## config.mk

```make
export PLATFORM = sky130hd
export DESIGN_NAME = scrambler_64b66b_tx
export DESIGN_NICKNAME = d
export VERILOG_FILES = /design/src/rtl/scrambler_64b66b_tx.sv
export SDC_FILE = /design/constraint.sdc
export NUM_CORES = 1
export LEC_CHECK = 0
export ABC_AREA = 1
export ABC_CLOCK_PERIOD_IN_PS = 3800
export BUFFER_PORTS_ARGS = -buffer_cell sky130_fd_sc_hd__buf_2
export CORE_MARGIN = 1.5
export CORE_UTILIZATION = 61
export DETAILED_ROUTE_END_ITERATION = 8
export HOLD_SLACK_MARGIN = 0.02
export PLACE_DENSITY_LB_ADDON = 0.2
export SETUP_SLACK_MARGIN = 0.05
export SLEW_MARGIN = 15
export SYNTH_ARGS = -nofsm -noshare
export SYNTH_HDL_FRONTEND = slang
export SYNTH_SLANG_ARGS = --single-unit
```

## constraint.sdc

```tcl
create_clock -name clk -period 3.8 [get_ports clk]
set_clock_uncertainty 0.05 [all_clocks]
set_input_delay 0.95 -clock clk [delete_from_list [all_inputs] [get_ports clk]]
set_output_delay 0.95 -clock clk [all_outputs]
set_load 0.03 [all_outputs]
```

## src/rtl/scrambler_64b66b_tx.sv

```systemverilog
// rtl/scrambler_64b66b_tx.sv - 64b/66b self-synchronous tx scrambler (1 + x^39 + x^58)
// with a registered output stage and 2-entry skid buffer; the sync header bypasses scrambling.
module scrambler_64b66b_tx #(
  parameter int LEN = 64
) (
  input  logic           clk,
  input  logic           reset,
  input  logic           valid_i,
  output logic           ready_o,
  input  logic [1:0]     head_i,
  input  logic [LEN-1:0] data_i,
  output logic           valid_o,
  input  logic           ready_i,
  output logic [1:0]     head_o,
  output logic [LEN-1:0] scram_o
);

  localparam int SW = 58;

  // state_q encodes {valid_o, skid_v}
  typedef enum logic [1:0] {
    EMPTY = 2'b00,
    FULL  = 2'b10,
    SKID  = 2'b11
  } state_t;

  state_t            state_q, state_d;
  logic [SW-1:0]     s_q, s_next;
  logic [LEN+SW-1:0] seq;
  logic [LEN-1:0]    sc, skid_data;
  logic [1:0]        skid_head;
  logic              ready_q, in_xfer, out_xfer;
  logic              load_main, load_skid, move_skid;

  // History (oldest first) followed by the new scrambled bits in transmission order,
  // so each new bit simply taps the bits 39 and 58 positions behind it.
  function automatic logic [LEN+SW-1:0] scramble_seq(input logic [LEN-1:0] d,
                                                     input logic [SW-1:0]  s);
    logic [LEN+SW-1:0] q;
    q = '0;
    for (int k = 0; k < SW; k++) q[SW-1-k] = s[k];
    for (int i = 0; i < LEN; i++) q[SW+i] = d[i] ^ q[SW-39+i] ^ q[i];
    return q;
  endfunction

  assign ready_o  = ready_q & ~reset;
  assign valid_o  = state_q[1];
  assign in_xfer  = valid_i & ready_o;
  assign out_xfer = valid_o & ready_i;

  always_comb begin
    s_next = s_q;
    seq    = scramble_seq(data_i, s_q);
    sc     = seq[LEN+SW-1:SW];
    for (int k = 0; k < SW; k++) s_next[k] = seq[LEN+SW-1-k];
  end

  always_comb begin
    state_d   = state_q;
    load_main = 1'b0;
    load_skid = 1'b0;
    move_skid = 1'b0;
    case (state_q)
      EMPTY: begin
        if (in_xfer) begin
          state_d   = FULL;
          load_main = 1'b1;
        end
      end
      FULL: begin
        if (in_xfer && out_xfer) begin
          load_main = 1'b1;
        end else if (in_xfer) begin
          state_d   = SKID;
          load_skid = 1'b1;
        end else if (out_xfer) begin
          state_d = EMPTY;
        end
      end
      SKID: begin
        if (out_xfer) begin
          state_d   = FULL;
          move_skid = 1'b1;
        end
      end
      default: state_d = EMPTY;
    endcase
  end

  always_ff @(posedge clk) begin
    if (reset) begin
      state_q   <= EMPTY;
      ready_q   <= 1'b1;
      s_q       <= '1;
      head_o    <= '0;
      scram_o   <= '0;
      skid_head <= '0;
      skid_data <= '0;
    end else begin
      state_q <= state_d;
      ready_q <= ~state_d[0];
      if (in_xfer) s_q <= s_next;
      if (load_main) begin
        head_o  <= head_i;
        scram_o <= sc;
      end else if (move_skid) begin
        head_o  <= skid_head;
        scram_o <= skid_data;
      end
      if (load_skid) begin
        skid_head <= head_i;
        skid_data <= sc;
      end
    end
  end

endmodule

```

==> impl_results.rst, run 1 <==
.. list-table::
   :header-rows: 1

   * - Metric
     - Value
   * - Synthesized netlist net count
     - 1268
   * - Diode insertion count for antenna repair
     - 0
   * - Wire length of the first global-routing pass
     - 39600 µm
   * - Main area contributors after synthesis
     - sky130_fd_sc_hd__dfxtp_1, sky130_fd_sc_hd__nand2_1, sky130_fd_sc_hd__o21ai_0, sky130_fd_sc_hd__inv_1, sky130_fd_sc_hd__nand3_1
   * - Post-route insts no fill
     - 1492
   * - # placed instances
     - 1462
   * - Storage cell area
     - 0.00386 mm²
   * - Synthesis-to-finish area growth
     - 14.9%
   * - Tmin final
     - 2.48 ns
   * - Initial antenna violation count
     - 0
   * - Die area
     - 0.0151 mm²
   * - Actual transition at the worst max-transition pin
     - 0.755 ns
   * - Required time of the critical path
     - 4.10 ns
   * - Average vias per placed instance
     - 5.73
   * - Worst endpoint data arrival time
     - 2.78 ns
   * - Max Clock Freq
     - 0.404 GHz
   * - Power density over the cells
     - 570 mW/mm²
   * - Via count of the first global-routing pass
     - 7834
   * - Setup repair after global routing missed its margin
     - no
   * - Highest fanout seen on the critical path
     - 35
   * - Number of buffers created by CTS
     - 17
   * - DRC Markers
     - 0
   * - Maximum number of pins on one net before global-route repair
     - 55
   * - Internal power
     - 3790 µW
   * - Mapped Cells
     - 1198
   * - Clock tree from TritonCTS
     - built
   * - Count of antenna-violating nets left after detailed routing
     - 0
   * - Area share of the largest cell type after synthesis
     - 44.0%
   * - Clk Latency, worst-skew pair
     - 0.43 ns
   * - Number of inserted filler cells in the final layout
     - 1157
   * - Chip height
     - 123 µm
   * - Worst Path Class, Setup
     - in2reg
   * - Standard-cell rows
     - 43
   * - Setup Fix Bufs, Post-CTS
     - 0
   * - Final setup viols
     - 0
   * - Average wire length per cell after detail routing
     - 17.2 µm
   * - Ratio of final minimum period to clock period
     - 65.2%
   * - Root Buffer Master
     - sky130_fd_sc_hd__clkbuf_16
   * - Hold WC Path Type
     - reg2reg
   * - Sequential element share of the synthesized area
     - 44.0%
   * - Power share of the clock group
     - 31.3%
   * - Iteration-0 DRC Markers
     - 972
   * - Number of slew-limit violations in the final report
     - 0
   * - Share of final-layout standard cells stronger than drive strength 1
     - 15.4%
   * - Detail Placement HPWL
     - 17600 µm
   * - All-layer global routing usage
     - 34.5%
   * - # H-tree levels
     - 4
   * - Cell type contributing the most total cell area after synthesis
     - sky130_fd_sc_hd__dfxtp_1
   * - Residual overflow from global routing
     - 0
   * - Die width
     - 123 µm
   * - Accumulated negative setup slack
     - 0 ns
   * - Final #Nets
     - 1371
   * - Clock transition at path regs
     - 0.07 ns
   * - CTS Sinks
     - 193
   * - Avg Synthesized Cell Area
     - 7.34 µm²
   * - Number of synthesized flops with an enable pin
     - 0
   * - Area of the core
     - 0.0140 mm²
   * - Worst rel slew slack
     - 49.6%
   * - Primary FF master, synth
     - sky130_fd_sc_hd__dfxtp_1
   * - Total power of the final layout
     - 5750 µW
   * - Peak supply drop
     - 0.000445 V
   * - Number of hold-slack violations in the final timing report
     - 0
   * - Count of input and output buffers
     - 137
   * - LEAKAGE
     - 0.00493 µW
   * - Outcome
     - completed
   * - Final-layout worst hold slack
     - 0.412 ns
   * - Critical path endpoint category
     - flip-flop
   * - Maximum count of clock buffers along a single path
     - 2
   * - First-pass iteration count of the detailed router
     - 6
   * - Fraction of power consumed by combinational cells
     - 27.2%
   * - Effective utilization at floorplan
     - 62.8%
   * - Synthesis warning total
     - 0
   * - Final weighted congestion in routability-driven placement
     - 0.901
   * - Number of resized instances in the post-cts repair step
     - 0
   * - Register bit count reported by yosys
     - 193
   * - Sequential fraction of design power
     - 41.5%
   * - Detailed-route via count
     - 8553
   * - Num ports
     - 138
   * - Total standard cell area after synthesis
     - 0.00879 mm²
   * - Combined area of the multi-input logic cells
     - 0.00396 mm²
   * - Max-capacitance violation count
     - 0
   * - Hold bufs inserted after CTS
     - 0
   * - Number of different library cells in the post-synthesis netlist
     - 25
   * - Post-Route WL
     - 25700 µm
   * - Kind of start point of the critical path
     - input port
   * - P_sw
     - 1960 µW
   * - Async set-reset flop share out of synthesis
     - 0%
   * - Switching Share
     - 34.1%
==> synthesized netlist by cell type, types with 2 or more instances <==
cell type and instances:
sky130_fd_sc_hd__nand2_4 3, sky130_fd_sc_hd__o22ai_1 34, sky130_fd_sc_hd__inv_1 169, sky130_fd_sc_hd__inv_2 5, sky130_fd_sc_hd__clkbuf_1 32, sky130_fd_sc_hd__xor2_1 9, sky130_fd_sc_hd__nand2_1 205, sky130_fd_sc_hd__o21ai_1 13
sky130_fd_sc_hd__dfxtp_1 193, sky130_fd_sc_hd__nor2_1 47, sky130_fd_sc_hd__xnor2_1 57, sky130_fd_sc_hd__buf_1 5, sky130_fd_sc_hd__a22oi_1 20, sky130_fd_sc_hd__buf_6 5, sky130_fd_sc_hd__buf_2 20, sky130_fd_sc_hd__buf_4 2
sky130_fd_sc_hd__nor2_4 2, sky130_fd_sc_hd__o21ai_0 129, sky130_fd_sc_hd__or2_2 13, sky130_fd_sc_hd__o211ai_1 20, sky130_fd_sc_hd__nand3_1 115, sky130_fd_sc_hd__a21oi_1 97
==> metrics by stage <==
| stage | instance area, µm² | setup slack (ns) | utilization (%) |
|---|---|---|---|
| after detailed placement | 9510 | 0.924 | 68.0 |
| after CTS | 10100 | 1.39 | 72.2 |
| after global routing | 10100 | 1.20 | 72.2 |
| after floorplan | 8790 | 1.55 | - |
| final | 10100 | 1.32 | 72.2 |
| after global placement | 9510 | 1.04 | 68.0 |
==> placed cells by master (no fill, tap or decap) <==
master and instances:
sky130_fd_sc_hd__a21oi_1 97, sky130_fd_sc_hd__a22oi_1 20, sky130_fd_sc_hd__buf_12 3, sky130_fd_sc_hd__buf_2 137
sky130_fd_sc_hd__buf_4 8, sky130_fd_sc_hd__bufinv_16 2, sky130_fd_sc_hd__clkbuf_1 2, sky130_fd_sc_hd__clkbuf_16 17
sky130_fd_sc_hd__clkbuf_8 6, sky130_fd_sc_hd__clkinv_2 3, sky130_fd_sc_hd__dfxtp_1 193, sky130_fd_sc_hd__inv_1 169
sky130_fd_sc_hd__inv_2 6, sky130_fd_sc_hd__nand2_1 205, sky130_fd_sc_hd__nand2_2 1, sky130_fd_sc_hd__nand2_4 3
sky130_fd_sc_hd__nand3_1 115, sky130_fd_sc_hd__nor2_1 47, sky130_fd_sc_hd__nor2_2 1, sky130_fd_sc_hd__nor2_4 2
sky130_fd_sc_hd__o211ai_1 20, sky130_fd_sc_hd__o21ai_0 129, sky130_fd_sc_hd__o21ai_1 13, sky130_fd_sc_hd__o22ai_1 34
sky130_fd_sc_hd__or2_2 13, sky130_fd_sc_hd__xnor2_1 57, sky130_fd_sc_hd__xor2_1 9
==> cell type report <==
class	count	area share (%)
Multi-Input combinational cell	766	39.2
Timing Repair Buffer	148	7.98
Sequential cell	193	38.3
Clock inverter	5	0.743
Tap cell	180	2.23
Inverter	175	6.50
Clock buffer	25	5.10
==> flip-flops by register name, summed over array words and instances, names as in the netlist <==
name,flops
state_q,2
s_q,58
skid_head,2
ready_q,1
scram_o,64
skid_data,64
head_o,2
==> worst paths after layout <==
path	endpoint	cells past startpoint	start	slack, ns
min	scram_o[43]	2	scram_o[43]	0.41
min reg2reg	scram_o[43]	2	scram_o[43]	0.41
max	scram_o[54]	8	ready_i	1.32
max reg2reg	scram_o[54]	8	state_q[1]	1.56
==> power by group through the flow <==
stage / Sequential (µW) / Clock [µW] / Combinational [µW]
finish: 2390 / 1800 / 1570
global route: 2400 / 1890 / 1720
CTS: 2380 / 1800 / 1530
detailed placement: 2420 / 0 / 1520
global placement: 2420 / 0 / 1490
floorplan: 2480 / 0 / 985
==> critical path, cell delays in order <==
cell,delay [ns]
sky130_fd_sc_hd__buf_2,0.11
sky130_fd_sc_hd__nor2_2,0.16
sky130_fd_sc_hd__inv_1,0.11
sky130_fd_sc_hd__nand2_4,0.22
sky130_fd_sc_hd__nand2_4,0.32
sky130_fd_sc_hd__inv_2,0.56
sky130_fd_sc_hd__nand2_1,0.14
sky130_fd_sc_hd__a21oi_1,0.19
==> kinds of logic after synthesis <==
kind of cell,after synthesis,synth area share (%)
AO/OA/AOI/OAI,313,19.4
XOR/XNOR,66,6.58
buffers and inverters,239,11.0
flip-flops,193,44.0
AND/OR/NAND/NOR,387,19.0
==> metal layers <==
layer | up-vias | track usage, % | part of all wire [%]
li1 | 4108 | - | -
met3 | 59 | 8.67 | 11
met4 | 0 | 12.9 | 3.2
met2 | 475 | 55.1 | 45
met5 | - | 0 | 0
met1 | 3911 | 45.2 | 41
Note: power is estimated with default switching activity, not from simulation.
==> run 2, diff against run 1 <==
--- a/config.mk
+++ b/config.mk
@@ -6,10 +6,10 @@
 export NUM_CORES = 1
 export LEC_CHECK = 0
 export ABC_AREA = 1
-export ABC_CLOCK_PERIOD_IN_PS = 3800
+export ABC_CLOCK_PERIOD_IN_PS = 2000
 export BUFFER_PORTS_ARGS = -buffer_cell sky130_fd_sc_hd__buf_2
 export CORE_MARGIN = 1.5
-export CORE_UTILIZATION = 61
+export CORE_UTILIZATION = 51
 export DETAILED_ROUTE_END_ITERATION = 8
 export HOLD_SLACK_MARGIN = 0.02
 export PLACE_DENSITY_LB_ADDON = 0.2
==> constraint.sdc (replaced) <==
create_clock -name clk -period 2 [get_ports clk]
set_clock_uncertainty 0.05 [all_clocks]
set_input_delay 0.5 -clock clk [delete_from_list [all_inputs] [get_ports clk]]
set_output_delay 0.5 -clock clk [all_outputs]
set_load 0.03 [all_outputs]
==> run 2 against run 1 <==
Combinational power increased by 100%. Non-clock buffer count grew 29. Wire length grew 5.8%. Highest routed layer unchanged. Sequential power up 90%.
==> impl_results.rst, run 2 (synthesis gave the netlist of run 1 again) <==
.. list-table::
   :header-rows: 1

   * - Metric
     - Value
   * - Number of buffers created by CTS
     - 17
   * - Setup Fix Bufs, Post-CTS
     - 0
   * - LEAKAGE
     - 0.00510 µW
   * - Setup repair after global routing missed its margin
     - no
   * - Average vias per placed instance
     - 5.42
   * - Commonest cells after routing, fill and taps aside
     - sky130_fd_sc_hd__nand2_1, sky130_fd_sc_hd__dfxtp_1, sky130_fd_sc_hd__inv_1
   * - Clock transition at path regs
     - 0.07 ns
   * - CTS Sinks
     - 193
   * - Count of input and output buffers
     - 137
   * - Setup crit start
     - state_q[1]
   * - Wire length of the first global-routing pass
     - 42200 µm
   * - Tmin final
     - 1.72 ns
   * - Maximum number of pins on one net before global-route repair
     - 58
   * - Setup ws final
     - 0.280 ns
   * - Storage cell area
     - 0.00386 mm²
   * - Internal reg-to-reg setup slack
     - 0.28 ns
   * - Kind of start point of the critical path
     - flip-flop
   * - Start point of the worst min-delay path
     - head_i[0]
   * - Final weighted congestion in routability-driven placement
     - 0.862
   * - Die width
     - 134 µm
   * - Residual overflow from global routing
     - 0
   * - Hold WC Path Type
     - in2reg
   * - Post-Route WL
     - 27200 µm
   * - Total power of the final layout
     - 11400 µW
   * - Standard-cell rows
     - 47
   * - Beginning of the worst register-to-register path
     - state_q[1]
   * - # placed instances
     - 1531
   * - Hold EP
     - skid_head[0]
   * - Effective utilization at floorplan
     - 52.6%
   * - Number of hold-slack violations in the final timing report
     - 0
   * - Final setup viols
     - 0
   * - Diode insertion count for antenna repair
     - 0
   * - Peak supply drop
     - 0.000694 V
   * - Root Buffer Master
     - sky130_fd_sc_hd__clkbuf_16
   * - Via count of the first global-routing pass
     - 7862
   * - Commonest non-fill, non-tap cell in the layout
     - sky130_fd_sc_hd__nand2_1
   * - Share of final-layout standard cells stronger than drive strength 1
     - 17.3%
   * - Final #Nets
     - 1400
   * - Worst Setup Slack post-DPL
     - 0.0652 ns
   * - Power density over the cells
     - 1090 mW/mm²
   * - Clk Latency, worst-skew pair
     - 0.44 ns
   * - Count of cells along the worst hold path
     - 3
   * - DRC Markers
     - 0
   * - Maximum count of clock buffers along a single path
     - 2
   * - Worst endpoint data arrival time
     - 2.04 ns
   * - Outcome
     - completed
   * - Core utilization of the finished layout
     - 62.7%
   * - Area of the core
     - 0.0167 mm²
   * - Post-route insts no fill
     - 1563
   * - Highest fanout seen on the critical path
     - 19
   * - Ratio of final minimum period to clock period
     - 86.0%
   * - Max-capacitance violation count
     - 0
   * - Actual transition at the worst max-transition pin
     - 0.607 ns
   * - Synthesis-to-finish area growth
     - 19.2%
   * - # H-tree levels
     - 4
   * - Worst flop-to-flop path endpoint
     - scram_o[52]
   * - Count of antenna-violating nets left after detailed routing
     - 0
   * - Critical path endpoint category
     - flip-flop
   * - Number of resized instances in the post-cts repair step
     - 0
   * - Num ports
     - 138
   * - Worst Path Class, Setup
     - reg2reg
   * - Die area
     - 0.0180 mm²
   * - Accumulated negative setup slack
     - 0 ns
   * - Number of inserted filler cells in the final layout
     - 1518
   * - Worst rel slew slack
     - 59.3%
   * - Chip height
     - 134 µm
   * - Worst r2r path cells
     - 9
   * - First-pass iteration count of the detailed router
     - 5
   * - Max Clock Freq
     - 0.581 GHz
   * - Iteration-0 DRC Markers
     - 625
   * - Number of slew-limit violations in the final report
     - 0
   * - Detailed-route via count
     - 8474
   * - Combined area of the multi-input logic cells
     - 0.00396 mm²
   * - Required time of the critical path
     - 2.32 ns
   * - Top Registers
     - scram_o x64, skid_data x64, s_q x58
   * - Initial antenna violation count
     - 0
   * - Hold bufs inserted after CTS
     - 0
   * - Detail Placement HPWL
     - 18900 µm
   * - Clock tree from TritonCTS
     - built
   * - Average wire length per cell after detail routing
     - 17.4 µm
   * - All-layer global routing usage
     - 30.8%
run 2: changes by cell type in the layout (fill, tap and decap cells not counted), sizes merged:
cell,before,now
clkinv,3,6
buf,148,177
clkbuf,25,21
inv,175,176
bufinv,2,4
run 2: report_power, final:
part	total (µW)	switching (µW)	internal, µW
Clock	3710	1540	2170
Sequential	4540	321	4220
Combinational	3190	2060	1130
Total	11400	3910	7520
run 2: how the worst max path moves through the flow:
stage             endpoint  slack, ns  cells after the start
6_report       scram_o[52]       0.28                      9
4_1_cts        scram_o[52]       0.27                      9
3_3_place_gp   scram_o[46]       0.11                      9
3_5_place_dp   scram_o[50]       0.07                      9
5_1_grt        scram_o[52]       0.12                      9
2_1_floorplan  scram_o[32]       0.20                     10
run 2: layout make-up:
class                   count  share of cell area (%)
clock buffers              21                    4.39
clock inverters            11                    1.70
inverters                 175                    6.27
multi-input cells         766                    37.8
flip-flops and latches    193                    36.9
well taps                 220                    2.63
repair buffers            177                    10.4
run 2: stage by stage:
step	instance area (µm²)	hold WS [ns]
final	10500	0.294
after global placement	9840	0.404
after floorplan	8790	0.401
after global routing	10500	0.309
after detailed placement	9840	0.407
after CTS	10500	0.286
run 2: worst max-delay path: stages, from the launching register on:
cell                      delay (ns)
sky130_fd_sc_hd__dfxtp_1        0.36
sky130_fd_sc_hd__inv_1          0.06
sky130_fd_sc_hd__nor2_2         0.09
sky130_fd_sc_hd__inv_1          0.08
sky130_fd_sc_hd__nand2_4        0.10
sky130_fd_sc_hd__nand2_4        0.06
sky130_fd_sc_hd__inv_2          0.25
sky130_fd_sc_hd__buf_4          0.34
sky130_fd_sc_hd__nand2_1        0.10
sky130_fd_sc_hd__a21oi_1        0.16
run 2: layer usage:
metal  part of all wire (%)  track usage, %
met5                      0               0
met4                    3.9            15.7
met3                    9.3            7.26
met2                     44            46.6
met1                     43            41.0
==> run 3, diff against run 2 <==
--- a/config.mk
+++ b/config.mk
@@ -5,7 +5,6 @@
 export SDC_FILE = /design/constraint.sdc
 export NUM_CORES = 1
 export LEC_CHECK = 0
-export ABC_AREA = 1
 export ABC_CLOCK_PERIOD_IN_PS = 2000
 export BUFFER_PORTS_ARGS = -buffer_cell sky130_fd_sc_hd__buf_2
 export CORE_MARGIN = 1.5
==> run 3 against run 2 <==
Combinational power decreased by 15%. Worst hold slack worse by 0.025 ns. First-iteration DRC count up 6.1%. Sequential cell count did not move. Fmax down 5.2%. Synthesized cell count down 17%. Critical endpoint is now ready_o.
==> impl_results.rst, run 3 <==
.. list-table::
   :header-rows: 1

   * - Metric
     - Value
   * - Standard-cell rows
     - 47
   * - Commonest cells after routing, fill and taps aside
     - sky130_fd_sc_hd__nand2_1, sky130_fd_sc_hd__dfxtp_1, sky130_fd_sc_hd__buf_2
   * - Die width
     - 132 µm
   * - Accumulated negative setup slack
     - 0 ns
   * - Die area
     - 0.0175 mm²
   * - Number of resized instances in the post-cts repair step
     - 0
   * - Ratio of final minimum period to clock period
     - 90.7%
   * - Sequential element share of the synthesized area
     - 45.3%
   * - Final weighted congestion in routability-driven placement
     - 0.867
   * - Synthesis warning total
     - 0
   * - Count of input and output buffers
     - 137
   * - Detailed-route via count
     - 7468
   * - Power density over the cells
     - 1030 mW/mm²
   * - Cell type contributing the most total cell area after synthesis
     - sky130_fd_sc_hd__dfxtp_1
   * - Area of the core
     - 0.0165 mm²
   * - Share of final-layout standard cells stronger than drive strength 1
     - 19.5%
   * - Number of hold-slack violations in the final timing report
     - 0
   * - Core utilization of the finished layout
     - 62.2%
   * - Tmin final
     - 1.81 ns
   * - Number of slew-limit violations in the final report
     - 0
   * - Outcome
     - completed
   * - Via count of the first global-routing pass
     - 6761
   * - Effective utilization at floorplan
     - 51.8%
   * - Dominant cell by count in the synthesized netlist
     - sky130_fd_sc_hd__nand2_1
   * - Worst endpoint data arrival time
     - 1.26 ns
   * - Synthesis-to-finish area growth
     - 20.2%
   * - Diode insertion count for antenna repair
     - 0
   * - Total standard cell area after synthesis
     - 0.00852 mm²
   * - Maximum number of pins on one net before global-route repair
     - 124
   * - Met1 Use GR
     - 40.0%
   * - Met3 track utilization from global routing
     - 4.50%
   * - Most congested layer reported by global routing
     - met2
   * - Actual transition at the worst max-transition pin
     - 0.526 ns
   * - Peak supply drop
     - 0.000770 V
   * - Num ports
     - 138
   * - Clk Latency, worst-skew pair
     - 0.43 ns
   * - Main area contributors after synthesis
     - sky130_fd_sc_hd__dfxtp_1, sky130_fd_sc_hd__nand2_1, sky130_fd_sc_hd__a21oi_1, sky130_fd_sc_hd__xnor2_1, sky130_fd_sc_hd__xnor3_1
   * - # H-tree levels
     - 4
   * - Avg Synthesized Cell Area
     - 8.57 µm²
   * - Initial antenna violation count
     - 0
   * - Top Registers
     - scram_o x64, skid_data x64, s_q x58
   * - Maximum count of clock buffers along a single path
     - 2
   * - Cell-by-cell trace of the critical path
     - nor2b_1, buf_2
   * - Highest fanout seen on the critical path
     - 4
   * - Worst Path Class, Setup
     - reg2out
   * - Clock transition at path regs
     - 0.07 ns
   * - Hold bufs inserted after CTS
     - 0
   * - Commonest non-fill, non-tap cell in the layout
     - sky130_fd_sc_hd__nand2_1
   * - Primary FF master, synth
     - sky130_fd_sc_hd__dfxtp_1
   * - Final #Nets
     - 1189
   * - Worst rel slew slack
     - 64.9%
   * - Number of different library cells in the post-synthesis netlist
     - 28
   * - Max Clock Freq
     - 0.551 GHz
   * - Register bit count reported by yosys
     - 193
   * - CP max stage cell
     - sky130_fd_sc_hd__dfxtp_1
   * - Average wire length per cell after detail routing
     - 17.8 µm
   * - Most frequent cells after synthesis
     - sky130_fd_sc_hd__nand2_1, sky130_fd_sc_hd__dfxtp_1, sky130_fd_sc_hd__a21oi_1, sky130_fd_sc_hd__o21ai_0, sky130_fd_sc_hd__xnor2_1
   * - All-layer global routing usage
     - 27.9%
   * - LEAKAGE
     - 0.00417 µW
   * - Post-Route WL
     - 24100 µm
   * - Kind of start point of the critical path
     - flip-flop
   * - Required time of the critical path
     - 1.45 ns
   * - Clock tree from TritonCTS
     - built
   * - Average vias per placed instance
     - 5.52
   * - Count of antenna-violating nets left after detailed routing
     - 0
   * - DRC Markers
     - 0
   * - Async set-reset flop share out of synthesis
     - 0%
   * - Final setup viols
     - 0
   * - Mapped Cells
     - 995
   * - Worst stage delay on the critical path
     - 0.42 ns
   * - Detail Placement HPWL
     - 16400 µm
   * - Root Buffer Master
     - sky130_fd_sc_hd__clkbuf_16
   * - Chip height
     - 132 µm
   * - Number of buffers created by CTS
     - 17
   * - Max-capacitance violation count
     - 0
   * - CTS Sinks
     - 193
   * - Residual overflow from global routing
     - 0
   * - Number of synthesized flops with an enable pin
     - 0
   * - Critical path endpoint category
     - output port
   * - Hold WC Path Type
     - in2reg
   * - Met2 GRT Util
     - 42.2%
   * - Area share of the largest cell type after synthesis
     - 45.3%
   * - Synthesized netlist net count
     - 1065
   * - Wire length of the first global-routing pass
     - 37700 µm
   * - Setup repair after global routing missed its margin
     - no
   * - Iteration-0 DRC Markers
     - 663
   * - Setup Fix Bufs, Post-CTS
     - 0
   * - First-pass iteration count of the detailed router
     - 5
   * - Total power of the final layout
     - 10600 µW
## run 3: layer usage
layer / share of wire (%) / up-vias
met1: 46 / 3548
met3: 5.9 / 40
met2: 45 / 253
met4: 3.0 / 0
met5: 0 / -
li1: - / 3627
## run 3: per-stage QoR
stage	setup WS [ns]	std cells	hold slack [ns]	cell area, µm²
final	0.186	1352	0.268	10200
after global placement	0.0623	1320	0.389	9640
after global routing	0.119	1352	0.281	10200
after CTS	0.168	1352	0.260	10200
after floorplan	0.249	995	0.386	8520
after detailed placement	0.0219	1320	0.390	9640
## run 3: cell type report
class | instances | area, µm²
clock buffers | 19 | 453
clock inverters | 13 | 150
fillers | 1477 | 6220
inverters | 2 | 7.51
multi-input cells | 723 | 4300
flip-flops and latches | 193 | 3860
well taps | 220 | 275
repair buffers | 182 | 1200
## run 3: path summary, 6_finish.rpt
check	end	startpoint	slack, ns	cells after the start
hold reg to reg	scram_o[61]	scram_o[61]	0.40	2
setup reg to reg	scram_o[54]	s_q[23]	0.24	4
setup / recovery	ready_o	ready_q	0.19	2
hold / removal	skid_head[1]	head_i[1]	0.27	3
## run 3: critical path: cells and delay by family (launching register included)
family / cells / cell delay (ns)
buf+inv: 1 / 0.22
flops: 1 / 0.42
simple gates: 1 / 0.19
## run 3: cells by family (layout without fill, tap and decap cells)
kind of cell | count (synthesis) | after routing | share of synthesized area, %
xor+xnor | 109 | 109 | 15.3
compound gates | 260 | 260 | 17.7
simple gates | 354 | 354 | 17.2
flops | 193 | 193 | 45.3
buf+inv | 79 | 216 | 4.40
## run 3: report_power, final
part / switching, µW / total (µW) / internal [µW]
Clock: 1560 / 3490 / 1930
Sequential: 252 / 4370 / 4120
Combinational: 1580 / 2720 / 1140
